===== src/rtl/pcie_tx_arbiter_if.sv =====
// Purpose: handshake/data bundle between two TLP requesters, the TX arbiter and the core TX port.
// Latency: none (wires only).
// Backpressure: carries tx_rdy from the core and the per-requester rdy/gnt back to the sources.
//
// Ports (signals):
//   reqN_req/st/end/data : requester N pending flag, first/last word marks, 16-bit word
//   reqN_gnt/rdy         : requester N owns the port / its word was accepted this cycle
//   tx_req/st/end/data   : toward the endpoint core
//   tx_rdy               : core accepted the current word
// Modports: master = arbiter side, slave = requesters and core side.
interface pcie_tx_arbiter_if;
    logic        req0_req;
    logic        req0_st;
    logic        req0_end;
    logic [15:0] req0_data;
    logic        req0_gnt;
    logic        req0_rdy;

    logic        req1_req;
    logic        req1_st;
    logic        req1_end;
    logic [15:0] req1_data;
    logic        req1_gnt;
    logic        req1_rdy;

    logic        tx_req;
    logic        tx_rdy;
    logic        tx_st;
    logic        tx_end;
    logic [15:0] tx_data;

    modport master (
        input  req0_req, req0_st, req0_end, req0_data,
        input  req1_req, req1_st, req1_end, req1_data,
        output req0_gnt, req0_rdy, req1_gnt, req1_rdy,
        output tx_req, tx_st, tx_end, tx_data,
        input  tx_rdy
    );

    modport slave (
        output req0_req, req0_st, req0_end, req0_data,
        output req1_req, req1_st, req1_end, req1_data,
        input  req0_gnt, req0_rdy, req1_gnt, req1_rdy,
        input  tx_req, tx_st, tx_end, tx_data,
        output tx_rdy
    );
endinterface


===== src/rtl/pcie_tx_arbiter.sv =====
// Purpose: packet-granular arbiter sharing the 16-bit PCIe TLP TX port between two sources.
// Latency: grant registered one cycle after a request in IDLE; data path is combinational pass-through.
// Backpressure: tx_rdy from the core is mirrored onto the granted requester's rdy; words hold until accepted.
//
// Ports:
//   clk_125, sys_rst     : 125 MHz clock, synchronous active-high reset
//   bus (master)         : requester handshakes and core TX port, see pcie_tx_arbiter_if
//   pkt_cnt0, pkt_cnt1   : wrapping completed-packet counters per requester
//   err_proto, err_len   : sticky protocol / over-length error flags
module pcie_tx_arbiter #(
    parameter bit          PRIO0   = 1'b1,
    parameter logic [11:0] MAX_LEN = 12'd1024
) (
    input  logic              clk_125,
    input  logic              sys_rst,
    pcie_tx_arbiter_if.master bus,
    output logic [15:0]       pkt_cnt0,
    output logic [15:0]       pkt_cnt1,
    output logic              err_proto,
    output logic              err_len
);

    typedef enum logic [1:0] {
        IDLE = 2'd0,
        REQ  = 2'd1,
        SEND = 2'd2
    } state_t;

    state_t      state_q;
    state_t      state_d;
    logic        sel_q;        // granted requester
    logic        sel_d;
    logic        rr_q;         // requester that completed the most recent packet
    logic [11:0] word_cnt_q;   // words transferred in the current packet, saturating
    logic [12:0] cnt_next;

    logic        active;
    logic        xfer;
    logic        pick;
    logic        cur_st;
    logic        cur_end;
    logic [15:0] cur_data;

    assign cnt_next = {1'b0, word_cnt_q} + 13'd1;

    always_comb begin
        state_d  = state_q;
        sel_d    = sel_q;
        cur_st   = sel_q ? bus.req1_st   : bus.req0_st;
        cur_end  = sel_q ? bus.req1_end  : bus.req0_end;
        cur_data = sel_q ? bus.req1_data : bus.req0_data;
        active   = (state_q != IDLE);
        xfer     = active && bus.tx_rdy;

        // Contention: strict priority favours req0, otherwise the one not served last.
        if (bus.req0_req && bus.req1_req) begin
            pick = PRIO0 ? 1'b0 : ~rr_q;
        end else begin
            pick = bus.req1_req;
        end

        case (state_q)
            IDLE: begin
                if (bus.req0_req || bus.req1_req) begin
                    sel_d   = pick;
                    state_d = REQ;
                end
            end
            REQ: begin
                if (bus.tx_rdy) begin
                    state_d = cur_end ? IDLE : SEND;
                end
            end
            SEND: begin
                if (bus.tx_rdy && cur_end) begin
                    state_d = IDLE;
                end
            end
            default: state_d = IDLE;
        endcase
    end

    // Outside a grant everything toward the core and the requesters is held at zero.
    assign bus.tx_req   = (state_q == REQ);
    assign bus.tx_st    = active && cur_st;
    assign bus.tx_end   = active && cur_end;
    assign bus.tx_data  = active ? cur_data : 16'h0000;
    assign bus.req0_gnt = active && !sel_q;
    assign bus.req1_gnt = active && sel_q;
    assign bus.req0_rdy = xfer && !sel_q;
    assign bus.req1_rdy = xfer && sel_q;

    always_ff @(posedge clk_125) begin
        if (sys_rst) begin
            state_q    <= IDLE;
            sel_q      <= 1'b0;
            rr_q       <= 1'b0;
            word_cnt_q <= 12'd0;
            pkt_cnt0   <= 16'd0;
            pkt_cnt1   <= 16'd0;
            err_proto  <= 1'b0;
            err_len    <= 1'b0;
        end else begin
            state_q <= state_d;
            sel_q   <= sel_d;

            // Held at zero while idle, so every packet starts counting from zero in REQ.
            if (state_q == IDLE) begin
                word_cnt_q <= 12'd0;
            end else if (xfer && (word_cnt_q != MAX_LEN)) begin
                word_cnt_q <= cnt_next[11:0];
            end

            if (xfer) begin
                if ((state_q == REQ) && !cur_st) begin
                    err_proto <= 1'b1;
                end
                if ((state_q == SEND) && cur_st) begin
                    err_proto <= 1'b1;
                end
                // The first word counts too: MAX_LEN words gone with none marked end.
                if (!cur_end && (cnt_next >= {1'b0, MAX_LEN})) begin
                    err_len <= 1'b1;
                end
                if (cur_end) begin
                    rr_q <= sel_q;
                    if (sel_q) begin
                        pkt_cnt1 <= pkt_cnt1 + 16'd1;
                    end else begin
                        pkt_cnt0 <= pkt_cnt0 + 16'd1;
                    end
                end
            end
        end
    end

endmodule


===== src/flat_wrapper.sv =====
// flat-port wrapper written by rule: the top's interface ports become plain ports
module pcie_tx_arbiter_flat 
#(
    parameter bit          PRIO0   = 1'b1,
    parameter logic [11:0] MAX_LEN = 12'd1024
)
  (clk_125, sys_rst, pkt_cnt0, pkt_cnt1, err_proto, err_len, bus_req0_req, bus_req0_st, bus_req0_end, bus_req0_data, bus_req1_req, bus_req1_st, bus_req1_end, bus_req1_data, bus_req0_gnt, bus_req0_rdy, bus_req1_gnt, bus_req1_rdy, bus_tx_req, bus_tx_st, bus_tx_end, bus_tx_data, bus_tx_rdy);
  pcie_tx_arbiter_if bus_i ();
  input  logic clk_125;
  input  logic sys_rst;
  output logic [15:0] pkt_cnt0;
  output logic [15:0] pkt_cnt1;
  output logic err_proto;
  output logic err_len;
  input wire logic [$bits(bus_i.req0_req)-1:0] bus_req0_req;
  input wire logic [$bits(bus_i.req0_st)-1:0] bus_req0_st;
  input wire logic [$bits(bus_i.req0_end)-1:0] bus_req0_end;
  input wire logic [$bits(bus_i.req0_data)-1:0] bus_req0_data;
  input wire logic [$bits(bus_i.req1_req)-1:0] bus_req1_req;
  input wire logic [$bits(bus_i.req1_st)-1:0] bus_req1_st;
  input wire logic [$bits(bus_i.req1_end)-1:0] bus_req1_end;
  input wire logic [$bits(bus_i.req1_data)-1:0] bus_req1_data;
  output wire logic [$bits(bus_i.req0_gnt)-1:0] bus_req0_gnt;
  output wire logic [$bits(bus_i.req0_rdy)-1:0] bus_req0_rdy;
  output wire logic [$bits(bus_i.req1_gnt)-1:0] bus_req1_gnt;
  output wire logic [$bits(bus_i.req1_rdy)-1:0] bus_req1_rdy;
  output wire logic [$bits(bus_i.tx_req)-1:0] bus_tx_req;
  output wire logic [$bits(bus_i.tx_st)-1:0] bus_tx_st;
  output wire logic [$bits(bus_i.tx_end)-1:0] bus_tx_end;
  output wire logic [$bits(bus_i.tx_data)-1:0] bus_tx_data;
  input wire logic [$bits(bus_i.tx_rdy)-1:0] bus_tx_rdy;
  assign bus_i.req0_req = bus_req0_req;
  assign bus_i.req0_st = bus_req0_st;
  assign bus_i.req0_end = bus_req0_end;
  assign bus_i.req0_data = bus_req0_data;
  assign bus_i.req1_req = bus_req1_req;
  assign bus_i.req1_st = bus_req1_st;
  assign bus_i.req1_end = bus_req1_end;
  assign bus_i.req1_data = bus_req1_data;
  assign bus_req0_gnt = bus_i.req0_gnt;
  assign bus_req0_rdy = bus_i.req0_rdy;
  assign bus_req1_gnt = bus_i.req1_gnt;
  assign bus_req1_rdy = bus_i.req1_rdy;
  assign bus_tx_req = bus_i.tx_req;
  assign bus_tx_st = bus_i.tx_st;
  assign bus_tx_end = bus_i.tx_end;
  assign bus_tx_data = bus_i.tx_data;
  assign bus_i.tx_rdy = bus_tx_rdy;
  pcie_tx_arbiter #(.PRIO0(PRIO0), .MAX_LEN(MAX_LEN)) u_core (.clk_125(clk_125), .sys_rst(sys_rst), .bus(bus_i), .pkt_cnt0(pkt_cnt0), .pkt_cnt1(pkt_cnt1), .err_proto(err_proto), .err_len(err_len));
endmodule

===== config.mk =====
export PLATFORM = sky130hd
export DESIGN_NAME = pcie_tx_arbiter_flat
export DESIGN_NICKNAME = d
export VERILOG_FILES = /design/src/rtl/pcie_tx_arbiter_if.sv /design/src/rtl/pcie_tx_arbiter.sv /design/src/flat_wrapper.sv
export SDC_FILE = /design/constraint.sdc
export NUM_CORES = 1
export LEC_CHECK = 0
export CAP_MARGIN = 40
export CORE_ASPECT_RATIO = 0.8
export CORE_MARGIN = 2
export CORE_UTILIZATION = 44
export DETAILED_ROUTE_END_ITERATION = 6
export GPL_TIMING_DRIVEN = 0
export PLACE_DENSITY = 0.8
export SYNTH_ARGS = -nofsm -noshare
export SYNTH_HDL_FRONTEND = slang
export SYNTH_SLANG_ARGS = --single-unit

===== constraint.sdc =====
create_clock -name clk_125 -period 2.66 [get_ports clk_125]
set_clock_uncertainty 0.15 [all_clocks]
set_input_delay 0.532 -clock clk_125 [delete_from_list [all_inputs] [get_ports clk_125]]
set_output_delay 0.532 -clock clk_125 [all_outputs]
set_load 0.05 [all_outputs]

==> flow_summary.yaml <==
floorplanning:
  die_x_um: 90.1
  die_h_um: 72.9
  initial_core_util_pct: 44.9
  row_count: 25
  pin_count: 98
  coreArea_mm2: 0.00582
  dieArea_mm2: 0.00657
clocking:
  hold_buffers: 0
  htreeDepth: 2
  clk-insertion-delay-late_ns: 0.31
  cts.clk_slew.worst_paths_ns: 0.08
  cts_sinks: 49
  cts_buffer_depth: 2
  cts_root_buffer: "clkbuf_8"
  cts_tree: "done"
  cts_buffers: 5
route:
  viasPerCell: 5.46
  drc: 0
  drt_iter0_drc: 159
  wl_per_cell_um: 13.9
  ant_nets: 0
  dr.pass1.iters: 4
  vias: 2717
  drt-total-wl_um: 6930
place:
  io_buffers: 96
  post-place-ws_ns: -0.349
  dp_hpwl_um: 5290
  place_congestion: 0.859
  dpl.cell_count: 490
yosys:
  async_flop_share_pct: 0
  synth_top_cell_by_area: "dfxtp_1"
  ys_warn_count: 0
  synth_top_area_share_pct: 37.6
  synth-seq-area-share_pct: 37.6
  synth_edf_count: 0
  syn_avg_cell_area_um2: 8.34
  synth-seq-cells: 49
  yosysUniqueCellTypes: 46
  synth_nets: 358
  postSynthCellCount: 313
  synthesis.area_mm2: 0.00261
  synth_area_leaders: "dfxtp_1 (38%), nor2_1 (7.5%), mux2i_1 (7.3%)"
  synthFlopType: "dfxtp_1"
worst_setup_path:
  cp-end-kind: "output pin"
  cp-start-kind: "input pin"
  cp.required_ns: 1.98
  critical_path.max_fanout: 5
  arrival_ns: 1.87
  critPathKind: "input pin to output pin"
finish:
  layout_common_cells: "clkdlybuf4s50_1 (73), nor2_1 (52), dfxtp_1 (49)"
  nFillCells: 525
  seqCellArea_um2: 981
  num_antenna_cells: 0
  layout-drive-gt1-share_pct: 11.0
  fin_nets: 461
  multiInputGateArea_mm2: 0.00153
  synthToLayoutAreaGrowth_pct: 44.9
  final_common_cell: "clkdlybuf4s50_1"
  fin_cells: 498
  finish.utilization_pct: 65.0
min_path:
  worstHoldPathType: "flip-flop to flip-flop"
job:
  drv_cap: 0
global_routing:
  grt_overflow_total: 0
  grt_max_degree: 16
  grt_pass1_wl_um: 11500
  antenna_found_initial: 0
  grt_pass1_vias: 2520
  groute.usage.overall_pct: 21.5
status:
  outcome: "finished clean"
timing:
  max_slew_margin_pct: 55.6
  slew_viol_final: 0
  max_clock_freq_mhz: 392
  rsz0062_at_grt: "false"
  finalSetupViolations: 0
  min_period_over_period_pct: 96.0
  layout_setup_ws_ns: 0.108
  worstMarginPinSlew_ns: 0.666
  fin_crit_ns: 2.55
  hold_viol: 0
power:
  powerDensity_mw_per_mm2: 423
  power_leakage_nw: 1.26
  vdd_drop_max_mv: 0.209
logic make-up after synthesis:
group	synth area share, %
adders and majority gates	1.92
and+or+nand+nor	27.8
AOI/OAI and AO/OA	11.9
buffers and inverters	4.02
muxes	7.71
xor gates and xnor gates	9.06
DFF	37.6
power by group:
group          leakage, nW  switching, mW  total, mW  internal, mW
combinational        0.812          0.244      0.389         0.145
clock               0.0512          0.253      0.464         0.211
sequential           0.395        0.00636      0.746         0.740
total                 1.26          0.503       1.60          1.10
critical path: stages:
cell	delay (ns)
clkdlybuf4s50_1	0.56
nand2b_1	0.17
a21oi_1	0.20
clkdlybuf4s15_2	0.41
synthesized netlist by cell type, types with 2 or more instances:
master	n
and2_1	3
xnor2_1	17
or4_1	9
inv_1	9
or3_1	7
nor2_1	52
nor4_1	8
nor3_1	6
nand2_1	13
buf_2	3
ha_1	4
a21oi_1	20
nand4_1	11
o31ai_1	9
o211ai_1	2
o21ai_0	7
xor2_1	10
clkbuf_1	11
nor2b_1	3
mux2i_1	19
dfxtp_1	49
buf_4	2
a211oi_1	2
nor4b_1	2
nand2b_1	2
nand3_1	12
and4_1	2
flip-flops by register name, summed over array words and instances (netlist names):
signal / count
u_core.state_q: 2
u_core.sel_q: 1
u_core.pkt_cnt0: 16
u_core.err_len: 1
u_core.word_cnt_q: 12
u_core.err_proto: 1
u_core.pkt_cnt1: 16
layout make-up:
cell class	count	share of cell area [%]
Inverter	9	0.893
Multi-Input combinational cell	239	40.3
Buffer	16	2.18
Tap cell	81	2.68
Clock buffer	6	2.18
Timing Repair Buffer	96	25.5
Clock inverter	2	0.364
Sequential cell	49	25.9
layer usage:
metal  share of wire, %  vias to the layer above  track usage [%]
met4               0.75                        0             5.47
met2                 47                      126             36.9
met1                 43                     1250             27.4
li1                   -                     1337                -
met3                9.1                        4             5.68
met5                  0                        -                0
per-stage QoR:
step	power, mW	area [um2]	hold WS, ns	setup TNS, ns
after global routing	1.66	3780	0.368	0
after CTS	1.61	3790	0.343	0
final	1.60	3780	0.339	0
after global placement	1.16	3670	0.318	-3.40
after floorplan	1.00	2610	0.352	0
after detailed placement	1.16	3670	0.327	-4.31
final timing paths:
path	start	endpoint	slack [ns]	depth (start not counted)
max	bus_req0_end	bus_tx_end	0.11	4
min	u_core.pkt_cnt1[15]	u_core.pkt_cnt1[15]	0.34	2
max reg2reg	u_core.pkt_cnt0[2]	u_core.pkt_cnt0[15]	0.57	5
min reg2reg	u_core.pkt_cnt1[15]	u_core.pkt_cnt1[15]	0.34	2
repair_timing:
action                                 4_1_cts  5_1_grt
resized for setup                           63        8
endpoints found under the hold margin        0        0
setup buffers                                0        0
setup endpoints to repair                   23        9
(Power assumes the default switching activity.)
